--- config.mk ---
export PLATFORM = sky130hd
export DESIGN_NAME = vsw_wrr_scheduler
export DESIGN_NICKNAME = d
export VERILOG_FILES = /design/src/rtl/vsw_wrr_scheduler.sv
export SDC_FILE = /design/constraint.sdc
export NUM_CORES = 1
export LEC_CHECK = 0
export CAP_MARGIN = 20
export CORE_UTILIZATION = 45
export CTS_BUF_LIST = sky130_fd_sc_hd__clkbuf_16
export DETAILED_ROUTE_END_ITERATION = 10
export PLACE_DENSITY = 0.73
export SETUP_SLACK_MARGIN = 0.3
export SLEW_MARGIN = 10
export SYNTH_ARGS = -nofsm -noshare
export SYNTH_HDL_FRONTEND = slang
export SYNTH_SLANG_ARGS = --single-unit
--- constraint.sdc ---
create_clock -name axis_aclk -period 5.2 [get_ports axis_aclk]
set_input_delay 0.52 -clock axis_aclk [delete_from_list [all_inputs] [get_ports axis_aclk]]
set_output_delay 0.52 -clock axis_aclk [all_outputs]
set_load 0.01 [all_outputs]
--- src/rtl/vsw_wrr_scheduler.sv ---
// Weighted round-robin packet scheduler for the virtual-switch output merge stage.
// Optional per-queue packet counters are built when SCHED_PKT_CNT_EN is defined.
module vsw_wrr_scheduler #(
    parameter int NUM_QUEUES   = 5,
    parameter int WEIGHT_WIDTH = 4,
    parameter int IDX_WIDTH    = 3
) (
    input  logic                               axis_aclk,
    input  logic                               axis_reset,
    input  logic [NUM_QUEUES-1:0]              req,
    input  logic [NUM_QUEUES*WEIGHT_WIDTH-1:0] weight_cfg,
    input  logic                               pkt_end,
    output logic [NUM_QUEUES-1:0]              grant,
    output logic [IDX_WIDTH-1:0]               grant_idx,
    output logic                               grant_valid,
    input  logic [IDX_WIDTH-1:0]               cnt_sel,
    output logic [15:0]                        cnt_out
);

    typedef enum logic {
        ST_IDLE = 1'b0,
        ST_BUSY = 1'b1
    } state_t;

    state_t                  r_state;
    state_t                  w_state_next;
    logic [NUM_QUEUES-1:0]   r_grant;
    logic [NUM_QUEUES-1:0]   w_grant_next;
    logic                    r_grant_valid;
    logic [IDX_WIDTH-1:0]    r_grant_idx;
    logic [IDX_WIDTH-1:0]    w_grant_idx_next;
    logic [IDX_WIDTH-1:0]    r_last_ptr;
    logic [IDX_WIDTH-1:0]    w_last_ptr_next;
    logic [WEIGHT_WIDTH-1:0] r_credit;
    logic [WEIGHT_WIDTH-1:0] w_credit_next;
    // Holds off the first grant for one edge after reset release.
    logic                    r_arm;

    logic [WEIGHT_WIDTH-1:0] w_weight [NUM_QUEUES];
    logic [NUM_QUEUES-1:0]   w_elig;
    logic                    w_hit;
    logic [IDX_WIDTH-1:0]    w_hit_idx;
    logic [WEIGHT_WIDTH-1:0] w_hit_weight;

    genvar gi;
    generate
        for (gi = 0; gi < NUM_QUEUES; gi++) begin : gen_elig
            assign w_weight[gi] = weight_cfg[gi*WEIGHT_WIDTH +: WEIGHT_WIDTH];
            assign w_elig[gi]   = req[gi] & (|w_weight[gi]);
        end
    endgenerate

    // In BUSY last_ptr equals the current queue, so one search serves both states.
    always_comb begin
        int                   p;
        logic [IDX_WIDTH-1:0] cand;
        p         = 0;
        cand      = '0;
        w_hit     = 1'b0;
        w_hit_idx = '0;
        for (int k = 1; k <= NUM_QUEUES; k++) begin
            p = int'(r_last_ptr) + k;
            if (p >= NUM_QUEUES) begin
                p = p - NUM_QUEUES;
            end
            cand = IDX_WIDTH'(p);
            if (!w_hit && w_elig[cand]) begin
                w_hit     = 1'b1;
                w_hit_idx = cand;
            end
        end
    end

    assign w_hit_weight = w_weight[w_hit_idx];

    always_comb begin
        w_state_next     = r_state;
        w_grant_next     = r_grant;
        w_grant_idx_next = r_grant_idx;
        w_last_ptr_next  = r_last_ptr;
        w_credit_next    = r_credit;
        case (r_state)
            ST_IDLE: begin
                if (w_hit && !r_arm) begin
                    w_state_next     = ST_BUSY;
                    w_grant_next     = {{(NUM_QUEUES-1){1'b0}}, 1'b1} << w_hit_idx;
                    w_grant_idx_next = w_hit_idx;
                    w_last_ptr_next  = w_hit_idx;
                    w_credit_next    = w_hit_weight - 1'b1;
                end
            end
            ST_BUSY: begin
                if (pkt_end) begin
                    if ((r_credit != '0) && w_elig[r_grant_idx]) begin
                        w_credit_next = r_credit - 1'b1;
                    end else if (w_hit) begin
                        w_grant_next     = {{(NUM_QUEUES-1){1'b0}}, 1'b1} << w_hit_idx;
                        w_grant_idx_next = w_hit_idx;
                        w_last_ptr_next  = w_hit_idx;
                        w_credit_next    = w_hit_weight - 1'b1;
                    end else begin
                        w_state_next     = ST_IDLE;
                        w_grant_next     = '0;
                        w_grant_idx_next = '0;
                        w_credit_next    = '0;
                    end
                end
            end
            default: begin
                w_state_next     = ST_IDLE;
                w_grant_next     = '0;
                w_grant_idx_next = '0;
                w_credit_next    = '0;
            end
        endcase
    end

    always_ff @(posedge axis_aclk or posedge axis_reset) begin
        if (axis_reset) begin
            r_state       <= ST_IDLE;
            r_grant       <= '0;
            r_grant_valid <= 1'b0;
            r_grant_idx   <= '0;
            r_last_ptr    <= IDX_WIDTH'(NUM_QUEUES - 1);
            r_credit      <= '0;
            r_arm         <= 1'b1;
        end else begin
            r_state       <= w_state_next;
            r_grant       <= w_grant_next;
            r_grant_valid <= |w_grant_next;
            r_grant_idx   <= w_grant_idx_next;
            r_last_ptr    <= w_last_ptr_next;
            r_credit      <= w_credit_next;
            r_arm         <= 1'b0;
        end
    end

    assign grant       = r_grant;
    assign grant_idx   = r_grant_idx;
    assign grant_valid = r_grant_valid;

`ifdef SCHED_PKT_CNT_EN
    logic [15:0] w_cnt [NUM_QUEUES];
    logic [15:0] r_cnt_out;

    generate
        for (gi = 0; gi < NUM_QUEUES; gi++) begin : gen_cnt
            logic [15:0] r_cnt;
            always_ff @(posedge axis_aclk or posedge axis_reset) begin
                if (axis_reset) begin
                    r_cnt <= 16'h0000;
                end else if (pkt_end && r_grant[gi] && (r_cnt != 16'hFFFF)) begin
                    r_cnt <= r_cnt + 16'h0001;
                end
            end
            assign w_cnt[gi] = r_cnt;
        end
    endgenerate

    always_ff @(posedge axis_aclk or posedge axis_reset) begin
        if (axis_reset) begin
            r_cnt_out <= 16'h0000;
        end else if (int'(cnt_sel) < NUM_QUEUES) begin
            r_cnt_out <= w_cnt[cnt_sel];
        end else begin
            r_cnt_out <= 16'h0000;
        end
    end

    assign cnt_out = r_cnt_out;
`else
    logic w_unused_cnt_sel;
    assign w_unused_cnt_sel = ^cnt_sel;
    assign cnt_out          = 16'h0000;
`endif

endmodule

==> results.toml <==
[detailed_routing]
wire_per_inst_um = 16.0
drt_pre_antenna_iters = 4
antenna_violating_nets_post_route = 0
final_routed_drc_violation_total = 0
vias = 2295
iteration_0_drc_count_of_the_detailed_router = 185
total_detailed_routing_wirelength_mm = 6.26
via_per_inst = 5.87

[die]
die_w_um = 75.0
design.core.area_um2 = 5110
die_h_um = 75.0
top_level_ports = 56
rows = 26
dieArea_um2 = 5630
floorplan.initialDensity_pct = 47.0

[clock_tree]
cts_sinks = 18
worstSkewPairLatency_ns = 0.25
htreeDepth = 1
cts_post_setup_buffers_inserted = 0
cts.clk_slew.worst_paths_ns = 0.05
cts.root.buffer_cell = "clkbuf_16"
cts_tree = "done"
number_of_buffers_created_by_cts = 3
ctsHoldBuffers = 0
buffer_depth_of_the_longest_clock_path = 2

[synth]
cell_area_after_synthesis_um2 = 2400
register_area_share_after_synthesis_pct = 18.9
ys_ff_latch = 18
synth_xor_xnor_area_share_pct = 2.19
synth-async-reset-ratio_pct = 100
post_synth_num_cell_types = 75
main_combinational_cell_family_by_area_after_synthesis = "compound AO/OA/AOI/OAI gates"
top_area_cell_type_share_of_the_netlist_area_pct = 16.7
synth_compound_gate_area_share_pct = 31.2
synth_ff_type = "dfrtp_1"
synth_area_leader_cell = "dfrtp_1"
synthesis.instances = 287
number_of_enable_flip_flop_cells_after_synthesis = 0
synthAdderAreaFrac_pct = 7.09
synth_simple_gate_area_share_pct = 21.1
syn_avg_cell_area_um2 = 8.36
muxShareOfSynthArea_pct = 9.13
synth-warning-count = 0
ys_top_cells_by_area = "dfrtp_1 (17%), ha_1 (6.3%), buf_4 (5.3%)"

[sta]
report.final.hold_viol_count = 0
timing.final.max_slew_violations = 0
rsz_0062_raised_after_global_routing = "false"
maxClockFrequency_mhz = 219
setup-tns-final_ns = 0
timing_worst_slew_pin_value_ns = 0.706
finalSetupViolations = 0
relSlewSlack_pct = 52.3
fin_crit_ns = 4.57
finalCritPeriodShare_pct = 87.9
fin_skew_ns = 0.00256

[hold_path]
worst_hold_path_type = "flop to flop"
hold_path_startpoint = "r_credit[2]"

[grt]
vias_in_the_first_global_route = 2026
pin_count_of_the_biggest_net_entering_global_routing = 19
globalRouteOverflowTotal = 0
wire_length_of_the_first_global_routing_pass_mm = 9.84
grt_util_all_layers_pct = 23.0
grt_antenna_before_repair = 0

[finish]
final_net_count = 366
final_layout_size_suffix_gt1_share_pct = 13.1
insertedDiodeCount = 0
area_delta_synth_final_pct = 19.0
layout.filler_cells = 490

[setup_path]
rr_startpoint = "r_last_ptr[1]"
critical_path.startpoint = "r_last_ptr[1]"
path_class = "flop to flop"
crit-reg2reg-capture = "r_credit[1]"
worst_setup_path_endpoint = "r_credit[1]"
rrSetupSlack_ns = 0.63
cp_max_fo = 12
critPathLaunchType = "flop"
critPathCaptureType = "flop"
arrival_ns = 4.75
critPathRequiredTime_ns = 5.38
r2r.worst_path.cells = 17

[place]
dp_hpwl_mm = 4.81
portBuffers = 36
place.gp.congestion = 0.850

[run_status]
run_status = "completed"

[flow_run]
drv_cap = 0
-- worst min path at each step --
| stage | to | slack, ns | depth (start not counted) |
|---|---|---|---|
| after global placement | grant[4] | 0.49 | 2 |
| after global routing | r_credit[2] | 0.54 | 2 |
| after CTS | r_credit[2] | 0.52 | 2 |
| after detailed placement | grant[4] | 0.50 | 2 |
| final | r_credit[2] | 0.52 | 2 |
| after floorplan | grant[0] | 0.46 | 1 |
-- metal layers --
| metal | share of wire, % | track usage (%) | up-vias |
|---|---|---|---|
| met4 | 0.94 | 3.56 | 0 |
| li1 | - | - | 1116 |
| met1 | 46 | 32.3 | 1095 |
| met3 | 6.1 | 2.81 | 6 |
| met2 | 47 | 38.8 | 78 |
| met5 | 0 | 0 | - |
-- synthesized netlist by cell type (2+ instances only) --
| cell | number |
|---|---|
| o21bai_1 | 3 |
| nand2_1 | 23 |
| nor4_1 | 5 |
| a31o_2 | 2 |
| nor2_1 | 14 |
| a221oi_1 | 2 |
| a21oi_1 | 15 |
| o41a_1 | 2 |
| o22ai_1 | 2 |
| nor3_1 | 8 |
| o31a_1 | 2 |
| xnor2_1 | 4 |
| a211oi_1 | 8 |
| mux2_4 | 2 |
| or4_2 | 2 |
| buf_2 | 4 |
| mux2i_1 | 11 |
| o211ai_1 | 5 |
| xor2_1 | 2 |
| o41ai_4 | 3 |
| o22a_1 | 3 |
| nand3_1 | 7 |
| inv_1 | 20 |
| mux4_2 | 2 |
| buf_4 | 17 |
| ha_1 | 12 |
| clkbuf_1 | 2 |
| or3_1 | 4 |
| nand2b_1 | 8 |
| or4_1 | 4 |
| o211a_1 | 3 |
| nor2b_1 | 5 |
| dfrtp_1 | 16 |
| o21ai_0 | 19 |
| dfstp_2 | 2 |
| o41ai_1 | 2 |
| a21o_1 | 2 |
| mux2_2 | 3 |
-- kinds of logic (layout without fill, tap and decap cells) --
group | count (synthesis) | after routing
xor+xnor | 6 | 6
mux | 18 | 18
simple gates | 93 | 93
fa+ha+maj | 13 | 13
flops | 18 | 18
other cells | 1 | 17
compound gates | 93 | 93
buf+inv | 45 | 63
-- worst max-delay path, stage by stage (launching register included) --
cell	delay (ns)
dfrtp_2	0.46
inv_1	0.18
ha_1	0.23
ha_2	0.43
xor2_1	0.26
or4_1	0.16
o211ai_2	0.12
mux2_4	0.32
or4_1	0.53
o22a_2	0.27
a21o_2	0.31
mux2i_1	0.16
a211oi_1	0.32
nor2_1	0.11
ha_1	0.29
a21oi_1	0.15
nor3_1	0.06
a21oi_1	0.11
-- metrics by stage --
stage	setup WS, ns	hold WS [ns]	cell area, um^2	instances	util [%]
2_1_floorplan	0.670	0.457	2460	303	-
3_3_place_gp	0.525	0.490	2760	387	54.0
3_5_place_dp	0.429	0.495	2760	387	54.0
4_1_cts	0.408	0.522	2840	391	55.5
5_1_grt	0.304	0.544	2860	391	55.9
6_report	0.630	0.518	2860	391	55.9
-- registers in the layout (all words and copies together), names as in the netlist --
signal / flops
grant_idx: 3
r_state: 1
r_last_ptr: 3
grant_valid: 1
r_arm: 1
grant: 5
r_credit: 4
-- timing repair --
| action | CTS | global route |
|---|---|---|
| endpoints found under the setup margin | 0 | 3 |
| gates resized for setup | 0 | 6 |
| endpoints found under the hold margin | 0 | 0 |
-- area by class of cell --
cell class	count	area (um^2)	area share [%]
clock buffers	3	75.1	2.63
inverters	20	75.1	2.63
well taps	70	87.6	3.07
multi-input cells	240	1780	62.2
flip-flops and latches	18	454	15.9
clock inverters	1	3.75	0.131
repair buffers	39	383	13.4
-- cell usage in the layout (no fill, tap or decap), types with 3 or more instances in the layout --
cell             count
xnor2_1              4
nor2_1              13
o41ai_4              3
nor4_1               5
o211a_1              3
mux2i_1             11
inv_1               20
nor2b_1              5
o22a_1               3
conb_1              17
o211ai_1             5
clkdlybuf4s50_1     36
dfrtp_1             15
nand3_1              7
a211oi_2             3
buf_4                3
nand2_1             23
or4_1                4
or3_1                4
a21oi_1             15
mux2_2               3
o21ai_0             19
ha_1                10
o21bai_1             3
a211oi_1             6
nand2b_1             8
nor3_1               8
clkbuf_16            3
Power is left out: the tool's default activity adds up to more than one toggle a clock period on the data nets, which glitch-free logic cannot reach.
